### config.mk
export PLATFORM = sky130hd
export DESIGN_NAME = cba_gate_dispatch
export DESIGN_NICKNAME = d
export VERILOG_FILES = /design/src/rtl/cba_gate_dispatch.sv
export SDC_FILE = /design/constraint.sdc
export NUM_CORES = 1
export LEC_CHECK = 0
export ABC_AREA = 1
export ABC_CLOCK_PERIOD_IN_PS = 10800
export BUFFER_PORTS_ARGS = -buffer_cell sky130_fd_sc_hd__buf_2
export CAP_MARGIN = 15
export CORE_ASPECT_RATIO = 0.8
export CORE_MARGIN = 3
export CORE_UTILIZATION = 50
export CTS_CLUSTER_DIAMETER = 60
export CTS_CLUSTER_SIZE = 10
export DETAILED_ROUTE_END_ITERATION = 12
export PLACE_DENSITY = 0.72
export SYNTH_ARGS = -nofsm -noshare
export SYNTH_HDL_FRONTEND = slang
export SYNTH_SLANG_ARGS = --single-unit
### constraint.sdc
create_clock -name clk -period 10.8 [get_ports clk]
set_clock_uncertainty 0.1 [all_clocks]
set_input_delay 0.54 -clock clk [delete_from_list [all_inputs] [get_ports clk]]
set_output_delay 0.54 -clock clk [all_outputs]
set_load 0.005 [all_outputs]
### src/rtl/cba_gate_dispatch.sv
`default_nettype none
// ============================================================================
// Module      : cba_gate_dispatch
// Description : Gate FIFO and tableau sequencer that feeds conjugation_by_action
//               one gate at a time and chains each result into the next gate.
// Revision    : 1.0 - initial release
// ============================================================================
module cba_gate_dispatch #(
    parameter int NUM_QUBIT   = 4,
    parameter int MAX_VECTOR  = 2**NUM_QUBIT,
    parameter int FIFO_DEPTH  = 8,
    parameter int TIMEOUT_CYC = 1024
) (
    input  logic                   clk,
    input  logic                   rst_n,
    input  logic                   start_i,
    input  logic [2*NUM_QUBIT-1:0] literals_init_i,
    input  logic [MAX_VECTOR-1:0]  phase_init_i,
    input  logic                   gate_wr_i,
    input  logic [2:0]             gate_type_wr_i,
    input  logic [31:0]            qubit_pos_wr_i,
    input  logic [31:0]            qubit_pos2_wr_i,
    input  logic                   gate_last_wr_i,
    output logic                   gate_full_o,
    output logic [2:0]             gate_type_o,
    output logic [31:0]            qubit_pos_o,
    output logic [31:0]            qubit_pos2_o,
    output logic [2*NUM_QUBIT-1:0] literals_cba_o,
    output logic [MAX_VECTOR-1:0]  phase_cba_o,
    output logic                   valid_cba_o,
    input  logic [2*NUM_QUBIT-1:0] literals_ret_i,
    input  logic [MAX_VECTOR-1:0]  phase_ret_i,
    input  logic                   valid_ret_i,
    output logic [2*NUM_QUBIT-1:0] literals_res_o,
    output logic [MAX_VECTOR-1:0]  phase_res_o,
    output logic                   busy_o,
    output logic                   done_o,
    output logic [3:0]             err_o
);

    localparam int c_PTR_W = $clog2(FIFO_DEPTH);
    localparam int c_CNT_W = $clog2(TIMEOUT_CYC + 1);

    typedef enum logic [2:0] {
        S_IDLE  = 3'd0,
        S_FETCH = 3'd1,
        S_ISSUE = 3'd2,
        S_WAIT  = 3'd3,
        S_DONE  = 3'd4
    } state_t;

    state_t                   state_q, state_d;
    logic [c_PTR_W-1:0]       wr_ptr_q, wr_ptr_d, rd_ptr_q, rd_ptr_d;
    logic [c_PTR_W:0]         count_q, count_d;
    logic [2:0]               mem_type_q [FIFO_DEPTH];
    logic [31:0]              mem_pos_q  [FIFO_DEPTH];
    logic [31:0]              mem_pos2_q [FIFO_DEPTH];
    logic                     mem_last_q [FIFO_DEPTH];

    logic [2:0]               gtype_q, gtype_d;
    logic [31:0]              gpos_q, gpos_d, gpos2_q, gpos2_d;
    logic                     glast_q, glast_d;
    logic [2*NUM_QUBIT-1:0]   lit_q, lit_d, res_lit_q, res_lit_d;
    logic [MAX_VECTOR-1:0]    ph_q, ph_d, res_ph_q, res_ph_d;
    logic [c_CNT_W-1:0]       cnt_q, cnt_d;
    logic [3:0]               err_q, err_d;
    logic                     ovf_idle_q, ovf_idle_d;

    logic                     w_full, w_empty, w_push, w_pop, w_ovf;
    logic [2:0]               w_head_type;
    logic [31:0]              w_head_pos, w_head_pos2;
    logic                     w_head_last, w_bad_type, w_bad_pos;

    assign w_full      = (count_q == (c_PTR_W+1)'(FIFO_DEPTH));
    assign w_empty     = (count_q == '0);
    assign w_push      = gate_wr_i && !w_full;
    assign w_ovf       = gate_wr_i && w_full;
    assign w_head_type = mem_type_q[rd_ptr_q];
    assign w_head_pos  = mem_pos_q[rd_ptr_q];
    assign w_head_pos2 = mem_pos2_q[rd_ptr_q];
    assign w_head_last = mem_last_q[rd_ptr_q];
    assign w_bad_type  = (w_head_type > 3'd2);
    assign w_bad_pos   = (w_head_pos >= 32'(NUM_QUBIT)) ||
                         ((w_head_type == 3'd2) &&
                          ((w_head_pos2 >= 32'(NUM_QUBIT)) || (w_head_pos == w_head_pos2)));

    always_ff @(posedge clk) begin
        if (w_push) begin
            mem_type_q[wr_ptr_q] <= gate_type_wr_i;
            mem_pos_q[wr_ptr_q]  <= qubit_pos_wr_i;
            mem_pos2_q[wr_ptr_q] <= qubit_pos2_wr_i;
            mem_last_q[wr_ptr_q] <= gate_last_wr_i;
        end
    end

    always_ff @(posedge clk) begin
        if (!rst_n) begin
            state_q    <= S_IDLE;
            wr_ptr_q   <= '0;
            rd_ptr_q   <= '0;
            count_q    <= '0;
            gtype_q    <= '0;
            gpos_q     <= '0;
            gpos2_q    <= '0;
            glast_q    <= 1'b0;
            lit_q      <= '0;
            ph_q       <= '0;
            res_lit_q  <= '0;
            res_ph_q   <= '0;
            cnt_q      <= '0;
            err_q      <= '0;
            ovf_idle_q <= 1'b0;
        end else begin
            state_q    <= state_d;
            wr_ptr_q   <= wr_ptr_d;
            rd_ptr_q   <= rd_ptr_d;
            count_q    <= count_d;
            gtype_q    <= gtype_d;
            gpos_q     <= gpos_d;
            gpos2_q    <= gpos2_d;
            glast_q    <= glast_d;
            lit_q      <= lit_d;
            ph_q       <= ph_d;
            res_lit_q  <= res_lit_d;
            res_ph_q   <= res_ph_d;
            cnt_q      <= cnt_d;
            err_q      <= err_d;
            ovf_idle_q <= ovf_idle_d;
        end
    end

    always_comb begin
        state_d    = state_q;
        gtype_d    = gtype_q;
        gpos_d     = gpos_q;
        gpos2_d    = gpos2_q;
        glast_d    = glast_q;
        lit_d      = lit_q;
        ph_d       = ph_q;
        res_lit_d  = res_lit_q;
        res_ph_d   = res_ph_q;
        cnt_d      = cnt_q;
        err_d      = err_q;
        ovf_idle_d = ovf_idle_q;
        w_pop      = 1'b0;

        if (w_ovf) begin
            err_d[2] = 1'b1;
        end

        case (state_q)
            S_IDLE: begin
                if (start_i) begin
                    lit_d      = literals_init_i;
                    ph_d       = phase_init_i;
                    // Overflow while idle lost a gate of the circuit about to run,
                    // so it survives the error clear at start.
                    err_d      = {1'b0, ovf_idle_q | w_ovf, 2'b00};
                    ovf_idle_d = 1'b0;
                    state_d    = S_FETCH;
                end else if (w_ovf) begin
                    ovf_idle_d = 1'b1;
                end
            end
            S_FETCH: begin
                if (!w_empty) begin
                    w_pop = 1'b1;
                    if (w_bad_type) err_d[0] = 1'b1;
                    if (w_bad_pos)  err_d[1] = 1'b1;
                    if (w_bad_type || w_bad_pos) begin
                        if (w_head_last) begin
                            res_lit_d = lit_q;
                            res_ph_d  = ph_q;
                            state_d   = S_DONE;
                        end
                    end else begin
                        gtype_d = w_head_type;
                        gpos_d  = w_head_pos;
                        gpos2_d = w_head_pos2;
                        glast_d = w_head_last;
                        state_d = S_ISSUE;
                    end
                end
            end
            S_ISSUE: begin
                cnt_d   = '0;
                state_d = S_WAIT;
            end
            S_WAIT: begin
                if (valid_ret_i) begin
                    lit_d = literals_ret_i;
                    ph_d  = phase_ret_i;
                    cnt_d = '0;
                    if (glast_q) begin
                        res_lit_d = literals_ret_i;
                        res_ph_d  = phase_ret_i;
                        state_d   = S_DONE;
                    end else begin
                        state_d   = S_FETCH;
                    end
                end else if (cnt_q == c_CNT_W'(TIMEOUT_CYC - 1)) begin
                    err_d[3] = 1'b1;
                    cnt_d    = '0;
                    state_d  = S_IDLE;
                end else begin
                    cnt_d = cnt_q + c_CNT_W'(1);
                end
            end
            S_DONE: begin
                state_d = S_IDLE;
            end
            default: begin
                state_d = S_IDLE;
            end
        endcase
    end

    // Pointers are exactly c_PTR_W wide, so increment wraps modulo FIFO_DEPTH.
    always_comb begin
        wr_ptr_d = w_push ? wr_ptr_q + c_PTR_W'(1) : wr_ptr_q;
        rd_ptr_d = w_pop  ? rd_ptr_q + c_PTR_W'(1) : rd_ptr_q;
        count_d  = count_q;
        if (w_push && !w_pop) begin
            count_d = count_q + (c_PTR_W+1)'(1);
        end else if (!w_push && w_pop) begin
            count_d = count_q - (c_PTR_W+1)'(1);
        end
    end

    assign gate_full_o    = w_full;
    assign gate_type_o    = gtype_q;
    assign qubit_pos_o    = gpos_q;
    assign qubit_pos2_o   = gpos2_q;
    assign literals_cba_o = lit_q;
    assign phase_cba_o    = ph_q;
    assign valid_cba_o    = (state_q == S_ISSUE);
    assign literals_res_o = res_lit_q;
    assign phase_res_o    = res_ph_q;
    assign busy_o         = (state_q != S_IDLE);
    assign done_o         = (state_q == S_DONE);
    assign err_o          = err_q;

endmodule
`default_nettype wire

==> flow_summary.ini <==
[setup_path]
crit_path_start_kind = flip-flop
cp_max_fo = 64
cp_top_family = buffers and inverters
critical_path.slowest_cell = sky130_fd_sc_hd__buf_4
crit_path_end_kind = flip-flop
cp.required_ns = 11.21
critical_path.max_stage_delay_ns = 0.69
worst-setup-path-type = reg -> reg
crit_chain = buf_4, buf_4, nand2_1, nand3_1, nand2_1, o21ai_0, nand4_1, nor3_1, nand2_1, nor2_1, nand2_1, nand2_1, nand4_1, nor2_4, buf_4, nand2_1, nand2_1, nor2_1
arrival_ns = 5.87
cp_num_buf_inv = 3
cp_dominant_cell_by_count = sky130_fd_sc_hd__nand2_1

[timing]
hold_viol = 0
final_max_slew_viol_count = 0
setup-violations-final = 0
worst_pin_slew_ns = 1.14
holdWs_ns = 0.0801
timing.final.crit_period_ns = 5.46
timing.fmax_mhz = 183
setup-tns-final_ns = 0
grt_setup_unrepaired = no
post_route_fraction_of_the_period_consumed_by_the_critical_path_pct = 50.6
slew_headroom_pct = 23.6

[yosys]
synth-edff-count = 544
synth-seq-cells = 692
synth.most_common_cell = sky130_fd_sc_hd__nand2_1
synth_adder_area_share_pct = 0.316
post_synth_xor_area_fraction_pct = 0.0873
ys_types = 33
synth_mux_area_share_pct = 0.0333
async_set_reset_flop_share_out_of_synthesis_pct = 0
syn-cell-area_um2 = 30100
dominant_synthesized_flop_cell = sky130_fd_sc_hd__edfxtp_1
ys_top_cells_by_area = sky130_fd_sc_hd__edfxtp_1 (54%), sky130_fd_sc_hd__nand2_1 (13%), sky130_fd_sc_hd__dfxtp_1 (9.8%), sky130_fd_sc_hd__nor2_1 (4.5%), sky130_fd_sc_hd__nand3_1 (4.4%)
complex_gate_fraction_of_the_synthesized_area_pct = 4.75
ys_warn_count = 0
post_synth_and_or_nand_nor_area_fraction_pct = 23.6
yosys.area.top_type = sky130_fd_sc_hd__edfxtp_1
synthesis.instances = 3246
synth.cells.most_frequent = sky130_fd_sc_hd__nand2_1 (1,073), sky130_fd_sc_hd__edfxtp_1 (544), sky130_fd_sc_hd__nor2_1 (357), sky130_fd_sc_hd__inv_1 (349), sky130_fd_sc_hd__nand3_1 (264)
synth_top_family_by_area = simple AND/OR/NAND/NOR gates
postSynthAreaPerCell_um2 = 9.27
synth.yosys.seq_area_share_pct = 64.2
synth.top_cell.area_share_pct = 54.3
total_nets_after_synthesis = 3374

[run]
maxCapViolCount = 0

[clocking]
post_cts_buffers = 0
postCtsResizedCells = 0
cts_inserted_buffers = 80
clock_tree_from_tritoncts = yes
clkLatencyLatePin_ns = 0.63
clkSinkCount = 692
clock-root-buffer = sky130_fd_sc_hd__clkbuf_16
postCtsHoldBufs = 0
number_of_buffers_on_the_longest_clock_path = 3
clock_tree.htree_level_count = 3
path_clk_slew_ns = 0.06

[placed_design]
gp_congestion = 0.867
placement.cell_area_um2 = 31800
dpl.hpwl_um = 46100
buffer_ports.inserted = 243

[global_route]
via_count_of_the_first_global_routing_pass = 20400
globalRoute.totalOverflow = 0
antenna_violations_before_repair = 11
grt.total_usage_pct = 24.6
largest_net_degree_at_the_start_of_global_routing = 112
grt_first_pass_wirelength_um = 120000

[floorplanning]
core_outline_area_um2 = 58800
floorplan.die.height_um = 225
die_w_um = 280
placement_rows = 79
num_io_pins = 244
start_util_pct = 51.1
die_area_um2 = 63200

[pwr]
powerDensity_nw_per_um2 = 234
p_leak_nw = 14.9
max-vdd-ir-drop_mv = 0.161
total_power_mw = 8.00

[final_layout]
final_area_um2 = 34200
final_nets = 3564
post_route_cells_drive_above_1_share_pct = 10.9
filler_cell_count = 4959
syn2layout_area_growth_pct = 13.6

[min_path]
hold_class = in -> reg

[run_status]
run_status = completed

[routing]
drt_iter0_drc = 2357
route.vias.total = 22400
route.detailed.vias_per_inst = 5.25
first_pass_iters = 6
drtAntennaViolNets = 0
routedWlPerCell_um = 18.2
postRouteWirelength_um = 78000
drc_errors = 0
metal layers:
layer  GRT usage, %  vias to the layer above  wire length [um]
met5              0                        -                48
met4           7.82                        8              1990
met3           5.08                      141              6440
met2           38.1                      877             35600
met1           35.1                    10500             33900
li1               -                    10900                 -
power breakdown:
| group | switching (mW) | total, mW | internal, mW |
|---|---|---|---|
| clock | 1.03 | 2.49 | 1.47 |
| sequential | 0.104 | 3.18 | 3.08 |
| combinational | 1.68 | 2.33 | 0.651 |
| total | 2.81 | 8.00 | 5.19 |
path summary, 6_finish.rpt:
check | startpoint | cells past startpoint | slack [ns] | endpoint
max | flip-flop | 18 | 5.34 | qubit_pos2_o[14]
min | literals_init_i[5] | 3 | 0.08 | literals_cba_o[5]
max reg2reg | flip-flop | 18 | 5.34 | qubit_pos2_o[14]
min reg2reg | gate_type_o[2] | 2 | 0.33 | gate_type_o[2]
cells in the final DEF, fill, tap and decap left out, types with 2 or more instances in the layout:
cell type and instances:
sky130_fd_sc_hd__nor3_1 6, sky130_fd_sc_hd__inv_4 3, sky130_fd_sc_hd__bufinv_16 2, sky130_fd_sc_hd__a221oi_1 2, sky130_fd_sc_hd__a21oi_1 47, sky130_fd_sc_hd__and3_1 2, sky130_fd_sc_hd__o211ai_1 2, sky130_fd_sc_hd__inv_6 4
sky130_fd_sc_hd__xor2_1 3, sky130_fd_sc_hd__o21ai_0 145, sky130_fd_sc_hd__inv_1 347, sky130_fd_sc_hd__nand3_1 264, sky130_fd_sc_hd__or2_2 2, sky130_fd_sc_hd__nand4_1 10, sky130_fd_sc_hd__dfxtp_4 3, sky130_fd_sc_hd__a31oi_1 28
sky130_fd_sc_hd__a211oi_1 2, sky130_fd_sc_hd__buf_2 242, sky130_fd_sc_hd__ha_1 6, sky130_fd_sc_hd__dfxtp_1 145, sky130_fd_sc_hd__o22ai_1 6, sky130_fd_sc_hd__buf_4 31, sky130_fd_sc_hd__nor2_1 347, sky130_fd_sc_hd__edfxtp_1 544
sky130_fd_sc_hd__o21ai_1 40, sky130_fd_sc_hd__nor4_1 6, sky130_fd_sc_hd__diode_2 9, sky130_fd_sc_hd__clkbuf_1 57, sky130_fd_sc_hd__clkbuf_16 82, sky130_fd_sc_hd__nand2_1 1073, sky130_fd_sc_hd__nor3b_1 31, sky130_fd_sc_hd__nor2_4 9
worst min-delay path: stages:
cell	delay, ns
sky130_fd_sc_hd__buf_2	0.09
sky130_fd_sc_hd__nand2_1	0.05
sky130_fd_sc_hd__a31oi_1	0.07
through the flow:
| step | worst slack (ns) | utilization, % | std cells |
|---|---|---|---|
| detailed placement | 5.53 | 54.0 | 4123 |
| global placement | 5.54 | 54.0 | 4123 |
| finish | 5.34 | 58.1 | 4278 |
| CTS | 5.50 | 58.1 | 4269 |
| global route | 4.76 | 58.1 | 4274 |
| floorplan | 6.25 | - | 3246 |
cell families after synthesis:
kind of cell	count (synthesis)
compound gates	273
xor+xnor	3
fa+ha+maj	7
buf+inv	517
flops	692
mux	1
simple gates	1753
state kept, by name, indices dropped and copies added, names as in the netlist, 4 cells and up, named ones only:
name	cells
mem_pos_q	256
mem_last_q	8
cnt_q	11
phase_cba_o	16
count_q	4
qubit_pos2_o	32
err_o	4
mem_pos2_q	256
qubit_pos_o	32
literals_cba_o	8
literals_res_o	8
mem_type_q	24
phase_res_o	16
area by class of cell:
class / instances / area, um2 / area share [%]
multi-input cells: 2037 / 8730 / 25.5
diodes: 9 / 22.5 / 0.0659
inverters: 352 / 1330 / 3.90
well taps: 769 / 962 / 2.82
clock buffers: 139 / 2270 / 6.63
repair buffers: 273 / 1440 / 4.23
clock inverters: 7 / 108 / 0.315
flip-flops and latches: 692 / 19300 / 56.5
No activity file was read; power rests on OpenSTA's default activity.
